==> config.mk <==
export PLATFORM = sky130hd
export DESIGN_NAME = mem_wb_stage_flat
export DESIGN_NICKNAME = d
export VERILOG_FILES = /design/src/rtl/mem_wb_stage_if.sv /design/src/rtl/mem_wb_stage.sv /design/src/flat_wrapper.sv
export SDC_FILE = /design/constraint.sdc
export NUM_CORES = 1
export LEC_CHECK = 0
export CORE_ASPECT_RATIO = 0.5
export CORE_UTILIZATION = 50
export CTS_BUF_LIST = sky130_fd_sc_hd__clkbuf_8 sky130_fd_sc_hd__clkbuf_16
export CTS_CLUSTER_SIZE = 28
export DETAILED_ROUTE_END_ITERATION = 7
export DONT_BUFFER_PORTS = 1
export PLACE_DENSITY = 0.76
export SLEW_MARGIN = 20
export SYNTH_ARGS = -nofsm -noshare
export SYNTH_HDL_FRONTEND = slang
export SYNTH_SLANG_ARGS = --single-unit
==> constraint.sdc <==
create_clock -name CLOCK -period 3 [get_ports CLOCK]
set_input_delay 0.45 -clock CLOCK [delete_from_list [all_inputs] [get_ports CLOCK]]
set_output_delay 0.45 -clock CLOCK [all_outputs]
set_load 0.01 [all_outputs]
==> src/rtl/mem_wb_stage_if.sv <==
// Handshake and data bundle between the MEM stage, the write-back stage and the register file.
interface mem_wb_stage_if #(
  parameter int DW = 16,
  parameter int AW = 4
);
  logic          in_valid;
  logic          in_ready;
  logic          in_halt;
  logic [1:0]    in_wdst;
  logic [AW-1:0] in_waddr;
  logic          in_mbyte;
  logic          in_down;
  logic          in_mv1;
  logic [DW-1:0] in_word;
  logic [7:0]    in_byte;
  logic [DW-1:0] in_low;
  logic [DW-1:0] in_high;
  logic [DW-1:0] in_rdata2;
  logic          wb_stall;
  logic          wb_valid;
  logic [1:0]    wb_wdst;
  logic [AW-1:0] wb_waddr;
  logic [DW-1:0] wb_w1;
  logic [DW-1:0] wb_w15;
  logic          fwd_valid;
  logic [AW-1:0] fwd_addr;
  logic [DW-1:0] fwd_data;
  logic          halted;

  // Upstream/register-file side: drives the MEM results and the stall.
  modport master (
    output in_valid, in_halt, in_wdst, in_waddr, in_mbyte, in_down, in_mv1,
           in_word, in_byte, in_low, in_high, in_rdata2, wb_stall,
    input  in_ready, wb_valid, wb_wdst, wb_waddr, wb_w1, wb_w15,
           fwd_valid, fwd_addr, fwd_data, halted
  );

  // The write-back stage itself.
  modport slave (
    input  in_valid, in_halt, in_wdst, in_waddr, in_mbyte, in_down, in_mv1,
           in_word, in_byte, in_low, in_high, in_rdata2, wb_stall,
    output in_ready, wb_valid, wb_wdst, wb_waddr, wb_w1, wb_w15,
           fwd_valid, fwd_addr, fwd_data, halted
  );
endinterface

==> src/rtl/mem_wb_stage.sv <==
// Registered write-back stage: selects write data, holds a head entry plus one
// skid entry so upstream can keep streaming under register-file stalls, and
// sequences HALT (drain pending writes, then freeze until CLEAR).
module mem_wb_stage #(
  parameter int DW = 16,
  parameter int AW = 4
) (
  input logic           CLOCK,
  input logic           CLEAR,
  mem_wb_stage_if.slave bus
);

  typedef enum logic [1:0] {RUN = 2'd0, DRAIN = 2'd1, HALTED = 2'd2} state_t;

  typedef struct packed {
    logic [1:0]    wdst;
    logic [AW-1:0] waddr;
    logic [DW-1:0] w1;
    logic [DW-1:0] w15;
  } entry_t;

  // Write port 1 data: byte/word load, ALU low, or register move.
  function automatic logic [DW-1:0] sel_w1(
    input logic          mbyte,
    input logic          down,
    input logic          mv1,
    input logic [DW-1:0] word,
    input logic [7:0]    byte_d,
    input logic [DW-1:0] low,
    input logic [DW-1:0] rdata2
  );
    logic [DW-1:0] mm;
    logic [DW-1:0] dw;
    mm = mbyte ? {{(DW-8){1'b0}}, byte_d} : word;
    dw = down ? mm : low;
    return mv1 ? dw : rdata2;
  endfunction

  state_t state_q, state_d;
  entry_t head_q, head_d, skid_q, skid_d, in_entry;
  logic   head_full_q, head_full_d, skid_full_q, skid_full_d;
  logic   in_ready, wb_valid, halted, push, halt_acc, pop;

  assign in_entry = '{wdst:  bus.in_wdst,
                      waddr: bus.in_waddr,
                      w1:    sel_w1(bus.in_mbyte, bus.in_down, bus.in_mv1, bus.in_word,
                                    bus.in_byte, bus.in_low, bus.in_rdata2),
                      w15:   bus.in_high};

  assign push     = bus.in_valid && in_ready && !bus.in_halt;
  assign halt_acc = bus.in_valid && in_ready && bus.in_halt;
  assign pop      = wb_valid && !bus.wb_stall;

  // FSM state register.
  always_ff @(posedge CLOCK or posedge CLEAR) begin
    if (CLEAR) state_q <= RUN;
    else       state_q <= state_d;
  end

  // FSM next state: a HALT acceptance starts draining; an empty stage while draining freezes.
  always_comb begin
    state_d = state_q;
    case (state_q)
      RUN:     if (halt_acc) state_d = DRAIN;
      DRAIN:   if (!head_full_q && !skid_full_q) state_d = HALTED;
      HALTED:  state_d = HALTED;
      default: state_d = RUN;
    endcase
  end

  // FSM outputs: CLEAR holds in_ready low; only RUN accepts; HALTED never writes.
  always_comb begin
    in_ready = !CLEAR && !skid_full_q && (state_q == RUN);
    halted   = (state_q == HALTED);
    wb_valid = head_full_q && (state_q != HALTED);
  end

  // Slot bookkeeping: skid refills head on retire; a new entry bypasses the skid when possible.
  always_comb begin
    head_d      = head_q;
    skid_d      = skid_q;
    head_full_d = head_full_q;
    skid_full_d = skid_full_q;
    if (pop) begin
      if (skid_full_q) begin
        head_d      = skid_q;
        skid_full_d = 1'b0;
      end else if (push) begin
        head_d = in_entry;
      end else begin
        head_full_d = 1'b0;
      end
    end else if (push) begin
      if (!head_full_q) begin
        head_d      = in_entry;
        head_full_d = 1'b1;
      end else begin
        skid_d      = in_entry;
        skid_full_d = 1'b1;
      end
    end
  end

  // Slot registers; data is cleared too so every output reads 0 out of reset.
  always_ff @(posedge CLOCK or posedge CLEAR) begin
    if (CLEAR) begin
      head_q      <= '0;
      skid_q      <= '0;
      head_full_q <= 1'b0;
      skid_full_q <= 1'b0;
    end else begin
      head_q      <= head_d;
      skid_q      <= skid_d;
      head_full_q <= head_full_d;
      skid_full_q <= skid_full_d;
    end
  end

  assign bus.in_ready  = in_ready;
  assign bus.halted    = halted;
  assign bus.wb_valid  = wb_valid;
  assign bus.wb_wdst   = wb_valid ? head_q.wdst : 2'b00;
  assign bus.wb_waddr  = head_q.waddr;
  assign bus.wb_w1     = head_q.w1;
  assign bus.wb_w15    = head_q.w15;
  assign bus.fwd_valid = wb_valid && head_q.wdst[0];
  assign bus.fwd_addr  = head_q.waddr;
  assign bus.fwd_data  = head_q.w1;

endmodule
==> src/flat_wrapper.sv <==
// flat-port wrapper written by rule: the top's interface ports become plain ports
module mem_wb_stage_flat 
#(
  parameter int DW = 16,
  parameter int AW = 4
)
  (CLOCK, CLEAR, bus_in_valid, bus_in_halt, bus_in_wdst, bus_in_waddr, bus_in_mbyte, bus_in_down, bus_in_mv1, bus_in_word, bus_in_byte, bus_in_low, bus_in_high, bus_in_rdata2, bus_wb_stall, bus_in_ready, bus_wb_valid, bus_wb_wdst, bus_wb_waddr, bus_wb_w1, bus_wb_w15, bus_fwd_valid, bus_fwd_addr, bus_fwd_data, bus_halted);
  mem_wb_stage_if #(.DW(DW), .AW(AW)) bus_i ();
  input logic CLOCK;
  input logic CLEAR;
  input wire logic [$bits(bus_i.in_valid)-1:0] bus_in_valid;
  input wire logic [$bits(bus_i.in_halt)-1:0] bus_in_halt;
  input wire logic [$bits(bus_i.in_wdst)-1:0] bus_in_wdst;
  input wire logic [$bits(bus_i.in_waddr)-1:0] bus_in_waddr;
  input wire logic [$bits(bus_i.in_mbyte)-1:0] bus_in_mbyte;
  input wire logic [$bits(bus_i.in_down)-1:0] bus_in_down;
  input wire logic [$bits(bus_i.in_mv1)-1:0] bus_in_mv1;
  input wire logic [$bits(bus_i.in_word)-1:0] bus_in_word;
  input wire logic [$bits(bus_i.in_byte)-1:0] bus_in_byte;
  input wire logic [$bits(bus_i.in_low)-1:0] bus_in_low;
  input wire logic [$bits(bus_i.in_high)-1:0] bus_in_high;
  input wire logic [$bits(bus_i.in_rdata2)-1:0] bus_in_rdata2;
  input wire logic [$bits(bus_i.wb_stall)-1:0] bus_wb_stall;
  output wire logic [$bits(bus_i.in_ready)-1:0] bus_in_ready;
  output wire logic [$bits(bus_i.wb_valid)-1:0] bus_wb_valid;
  output wire logic [$bits(bus_i.wb_wdst)-1:0] bus_wb_wdst;
  output wire logic [$bits(bus_i.wb_waddr)-1:0] bus_wb_waddr;
  output wire logic [$bits(bus_i.wb_w1)-1:0] bus_wb_w1;
  output wire logic [$bits(bus_i.wb_w15)-1:0] bus_wb_w15;
  output wire logic [$bits(bus_i.fwd_valid)-1:0] bus_fwd_valid;
  output wire logic [$bits(bus_i.fwd_addr)-1:0] bus_fwd_addr;
  output wire logic [$bits(bus_i.fwd_data)-1:0] bus_fwd_data;
  output wire logic [$bits(bus_i.halted)-1:0] bus_halted;
  assign bus_i.in_valid = bus_in_valid;
  assign bus_i.in_halt = bus_in_halt;
  assign bus_i.in_wdst = bus_in_wdst;
  assign bus_i.in_waddr = bus_in_waddr;
  assign bus_i.in_mbyte = bus_in_mbyte;
  assign bus_i.in_down = bus_in_down;
  assign bus_i.in_mv1 = bus_in_mv1;
  assign bus_i.in_word = bus_in_word;
  assign bus_i.in_byte = bus_in_byte;
  assign bus_i.in_low = bus_in_low;
  assign bus_i.in_high = bus_in_high;
  assign bus_i.in_rdata2 = bus_in_rdata2;
  assign bus_i.wb_stall = bus_wb_stall;
  assign bus_in_ready = bus_i.in_ready;
  assign bus_wb_valid = bus_i.wb_valid;
  assign bus_wb_wdst = bus_i.wb_wdst;
  assign bus_wb_waddr = bus_i.wb_waddr;
  assign bus_wb_w1 = bus_i.wb_w1;
  assign bus_wb_w15 = bus_i.wb_w15;
  assign bus_fwd_valid = bus_i.fwd_valid;
  assign bus_fwd_addr = bus_i.fwd_addr;
  assign bus_fwd_data = bus_i.fwd_data;
  assign bus_halted = bus_i.halted;
  mem_wb_stage #(.DW(DW), .AW(AW)) u_core (.CLOCK(CLOCK), .CLEAR(CLEAR), .bus(bus_i));
endmodule
# [Word level (Yosys, flattened, before mapping)]
# Cells that the tools add are included.
[op_classes] eq_ne=8 muxes=19 bitwise=1 n_reduce_logical=23
[op_table] op="38-bit 2-to-1 mux" count=5
[op_table] op="16-bit 2-to-1 mux" count=3
[op_table] op="1-bit logical AND" count=9
[op_table] op="3-bit AND reduction" count=3
[op_table] op="2-bit inequality test, second input constant" count=4
[op_table] op="1-bit 2-to-1 mux" count=7
[op_table] op="2-bit 2-to-1 mux" count=3
[op_table] op="2-bit case mux with 3 select lines" count=1
[op_table] op="2-bit nonzero test" count=3
[op_table] op="1-bit zero test" count=5
[op_table] op="2-bit by 1-bit inequality test with 1-bit output, second input constant" count=2
[op_table] op="2-bit AND reduction" count=2
[op_table] op="2-bit by 1-bit equality test with 1-bit output, second input constant" count=1
[op_table] op="2-bit equality test, second input constant" count=1
[op_table] op="2-bit zero test" count=1
[op_table] op="1-bit NOT" count=1
[word_totals] register_bits=80 in_bits=86 out_inout_bits=62 wordCells=62

# [Depth between registers and ports, before layout]
[logic_depth] depth_word=8 mapped_depth=9

# [Least setup slack after synthesis]
# OpenSTA, ideal clock, no wires.
[synth_path] path_type="register -> register" from="register u_core.state_q[0]" to="register u_core.skid_q[34] in the netlist's numbering" setup_ns=0.125 t_arrival_ns=1.804 setup_slack_ns=1.071 path_stages_with_launch=8 period_less_slack_ns=1.929 cell_sequence="dfrtp_1 inv_1 ha_1 o21a_1 nor3b_4 buf_6 buf_6 mux2_2"
[synth_via] elab_chain_cells=5 word_cells_on_any_way=9 classes_between="eq/ne (1); bitwise (1); reduce/logical (7)"
[synth_rtl] element="start, declared" line_no="mem_wb_stage.sv:39" rtl="state_t state_q, state_d;"
[synth_rtl] element="start signal, assigned" line_no="mem_wb_stage.sv:57" rtl="else state_q <= state_d;"
[synth_rtl] element="2-bit inequality test / 2-bit zero test (equally long branches)" line_no="mem_wb_stage.sv:75, mem_wb_stage.sv:73"
[synth_rtl] element="1-bit logical AND (on tied branches)" line_no="mem_wb_stage.sv:75, mem_wb_stage.sv:73"
[synth_rtl] element="1-bit logical AND (on tied branches)" line_no="mem_wb_stage.sv:52, mem_wb_stage.sv:50"
[synth_rtl] element="1-bit NOT (no line) / 1-bit logical AND (equally long branches)"
[synth_rtl] element="3-bit AND reduction (no line) *"
[synth_rtl] element="end signal, assigned" line_no="mem_wb_stage.sv:113" rtl="skid_q <= skid_d;"
[synth_rtl] element="end, declared" line_no="mem_wb_stage.sv:40" rtl="entry_t head_q, head_d, skid_q, skid_d, in_entry;"
# Every way passes the cells marked *; elsewhere a longest branch is shown, timed or not.
# A chain may end at the register's enable or synchronous reset.

# [Final worst setup path]
[layout_path] from="register u_core.state_q[0]" to="register u_core.head_q (netlist bit u_core.bus.wb_w15[6])"
[layout_via] elab_chain_cells=6 word_cells_on_any_way=12 classes_between="eq/ne (2); mux (1); reduce/logical (9)"
[layout_rtl] element="2-bit zero test" line_no="mem_wb_stage.sv:73" rtl="in_ready = !CLEAR && !skid_full_q && (state_q == RUN);"
[layout_rtl] element="1-bit logical AND" line_no="mem_wb_stage.sv:73"
[layout_rtl] element="1-bit logical AND (2 in series)" line_no="mem_wb_stage.sv:50" rtl="assign push = bus.in_valid && in_ready && !bus.in_halt;"
[layout_rtl] element="2-bit nonzero test (no line)"
[layout_rtl] element="3-bit AND reduction (no line)"
[layout_rtl] element="end signal, assigned" line_no="mem_wb_stage.sv:107" rtl="head_q <= '0;"
[layout_rtl] element="end signal, assigned" line_no="mem_wb_stage.sv:112" rtl="head_q <= head_d;"
[layout_rtl] element="end, declared" line_no="mem_wb_stage.sv:40"
# Several ways; a longest one is shown, not always the timed one.

==> reports/metrics.cfg <==
[clock_tree]
htree_levels=3
clk_pin_slew_worst_paths_ps=60
cts_tree=done
post-cts-setup-buffers=0
cts_buffer_depth=2
clk_latency_ps=330
cts_hold_buffers=0
root_buffer=clkbuf_16
cts.repair.resized=0
cts.sinks=80
cts_buffers=9

[global_routing]
grt_pass1_vias=2587
grt_use_total_pct=18.31
overflow=0
antenna_found_initial=0
grt_max_degree=45
grt_first_pass_wirelength_um=12650

[timing]
post-route-min-period_ps=2234
max_freq_ghz=0.4475
tightest_slew_ps=956.9
fin_worst_hold_slack_ps=99.60
rsz0062_at_grt=false
relSlewSlack_pct=35.72
finClkSkew_ps=8.580
final.setup.tns_ps=0
setup_violations=0
period_share_pct=74.48
final-hold-violation-count=0
slew_viol_final=0

[status]
status=finished, final reports clean

[synth]
seq_area_frac_synth_pct=45.83
synthAdderAreaFrac_pct=0.8594
synthMuxAreaShare_pct=20.82
synth_cell_type_count=33
synth_top_area_cell=dfrtp_1
synth-simple-area-share_pct=10.20
syn_area_um2=4368
synth_compound_gate_area_share_pct=9.023
synthCells=396
synth_top_area_share_pct=45.83
synth-xor-area-share_pct=0
syn_nets=485
synth_top_family_by_area=multiplexers
ys_warn_count=0
synth_seq_cells=80
syn_area_per_cell_um2=11.03
synth_area_leaders=dfrtp_1 (46%), mux2_2 (12%), buf_4 (11%)

[critical_path]
crit_arrival_ps=2480
r2r-end=u_core.bus.wb_w15[6]
r2r_start=u_core.state_q[0]
crit_slowest_cell=o31ai_4
rr_worst_depth=7
path_buf_inv=2
critPathRequiredTime_ps=3240
start_kind=register
cp-end-kind=register
worst-path-max-fanout=44
crit_chain=inv_1 > ha_1 > nand4bb_4 > o31ai_4 > buf_4 > nor2_1 > a21oi_1
cp_top_family=compound AO/OA/AOI/OAI gates
crit_type=reg -> reg
critPathMaxStageDelay_ps=460
r2r_slack_ps=770

[routing]
wl_met1_um=3520
wl_met2_um=3890
first_pass_iters=4
vias_per_cell=5.628
detail-route-antenna-nets=0
drt-total-wl_um=7933
wl_per_cell_um=17.67
drc=0
top_layer_used=met4
drtIter0Drc=135
met3_length_um=444
via_count=2527

[final_layout]
fin_nets=422
num-fill-cells=734
stdcell_count=449
layout-drive-gt1-share_pct=21.96
antenna_cells=0
layout_commonest_cell=dfrtp_1
utilization_pct=51.82
synthToLayoutAreaGrowth_pct=-2.349
final_cell_mix=dfrtp_1 (80), nor2_1 (48), mux2_2 (46)

[floorplan]
die_x_um=134.2
design.portCount=148
core.rowCount=23
start_util_pct=53.07
die_area_um2=9136
die_y_um=68.09
core-area_um2=8230

[power_and_ir_drop]
clkPwrFrac_pct=24.6
swShare_pct=33.63
cellLeakagePower_nw=2.072
seq_power_share_pct=53.1
peakVddDrop_uv=445.9
power.internal_w=0.002664
powerDensity_nw_per_um2=940.9
comb_power_share_pct=22.3
switchingPower_w=0.001350

[placement]
dp.cells=434
port_buffers=0
place.gp.congestion=0.8007
dp_hpwl_um=5846

[hold_path]
hp-class=in -> async

[flow_run]
maxCapViolCount=0

## layout make-up
type | count | area (um2) | area share (%)
inverter | 3 | 12.51 | 0.2933
timing repair buffer | 6 | 45.04 | 1.056
sequential | 80 | 2002 | 46.93
multi-input combinational | 233 | 1792 | 42.01
tap | 112 | 140.1 | 3.285
clock inverter | 4 | 21.27 | 0.4987
clock buffer | 11 | 252.7 | 5.925
## worst max path at each step
stage / to / cells past startpoint / startpoint / slack (ps)
6_report: u_core.bus.wb_w15[6] / 7 / u_core.state_q[0] / 770
5_1_grt: u_core.bus.wb_w15[2] / 7 / u_core.state_q[0] / 580
4_1_cts: u_core.bus.wb_w15[6] / 7 / u_core.state_q[0] / 760
3_5_place_dp: u_core.bus.wb_w15[6] / 7 / u_core.state_q[0] / 770
3_3_place_gp: u_core.bus.fwd_data[0] / 7 / u_core.state_q[0] / 950
2_1_floorplan: u_core.bus.fwd_addr[0] / 1 / CLEAR / 500
## cells in the mapped netlist
library cell and count:
o22a_1 1, dfrtp_1 80, mux2_1 1, mux2i_1 38
nand2_1 1, nand3b_1 8, nand4bb_1 1, nor3b_4 1
clkbuf_1 7, nand4bb_4 1, o31ai_4 1, mux2_2 46
buf_6 3, o21ai_0 1, nor2_1 48, o31ai_1 1
and2b_1 1, nor3_1 1, nand3_1 1, inv_1 3
a21oi_1 39, a21o_1 1, buf_2 7, o21a_1 2
nor3b_1 1, a31oi_1 8, a221o_1 5, nor2b_1 8
ha_1 3, nand2b_1 9, and2_1 2, a221o_2 3
buf_4 63
## power by group through the flow
| stage | Clock (W) | Combinational [W] | Sequential, W |
|---|---|---|---|
| 2_1_floorplan | 0 | 0.00152 | 0.00181 |
| 3_3_place_gp | 0 | 0.000838 | 0.00213 |
| 3_5_place_dp | 0 | 0.000907 | 0.00216 |
| 4_1_cts | 0.00101 | 0.000911 | 0.00214 |
| 5_1_grt | 0.00107 | 0.00100 | 0.00221 |
| 6_report | 0.000986 | 0.000897 | 0.00213 |
## registers in the layout, summed over array words and instances (netlist names)
register	cells
u_core.bus.fwd_addr	4
u_core.bus.fwd_data	16
u_core.bus.wb_w15	16
u_core.head_full_q	1
u_core.head_q	2
u_core.skid_full_q	1
u_core.skid_q	38
u_core.state_q	2
## logic make-up (layout without fill, tap and decap cells)
group	after synthesis	count (layout)
flip-flops	80	80
AND/OR/NAND/NOR	83	83
adder cells (fa/ha/maj)	3	3
AO/OA/AOI/OAI	62	62
multiplexers	85	85
buffers and inverters	83	24
## metrics by stage
step	setup slack [ps]	cell area, um2	power, W
floorplan	498.3	4368	0.003330
global placement	953.2	3991	0.002966
detailed placement	768.7	3991	0.003067
CTS	759.6	4265	0.004068
global route	580.8	4265	0.004283
finish	765.6	4265	0.004013
## layer usage
layer	vias up	global-route usage, %
met2	70	31.28
met4	0	5.899
met3	9	6.519
met1	1251	22.11
li1	1197	-
met5	-	0
(Power assumes the default switching activity.)
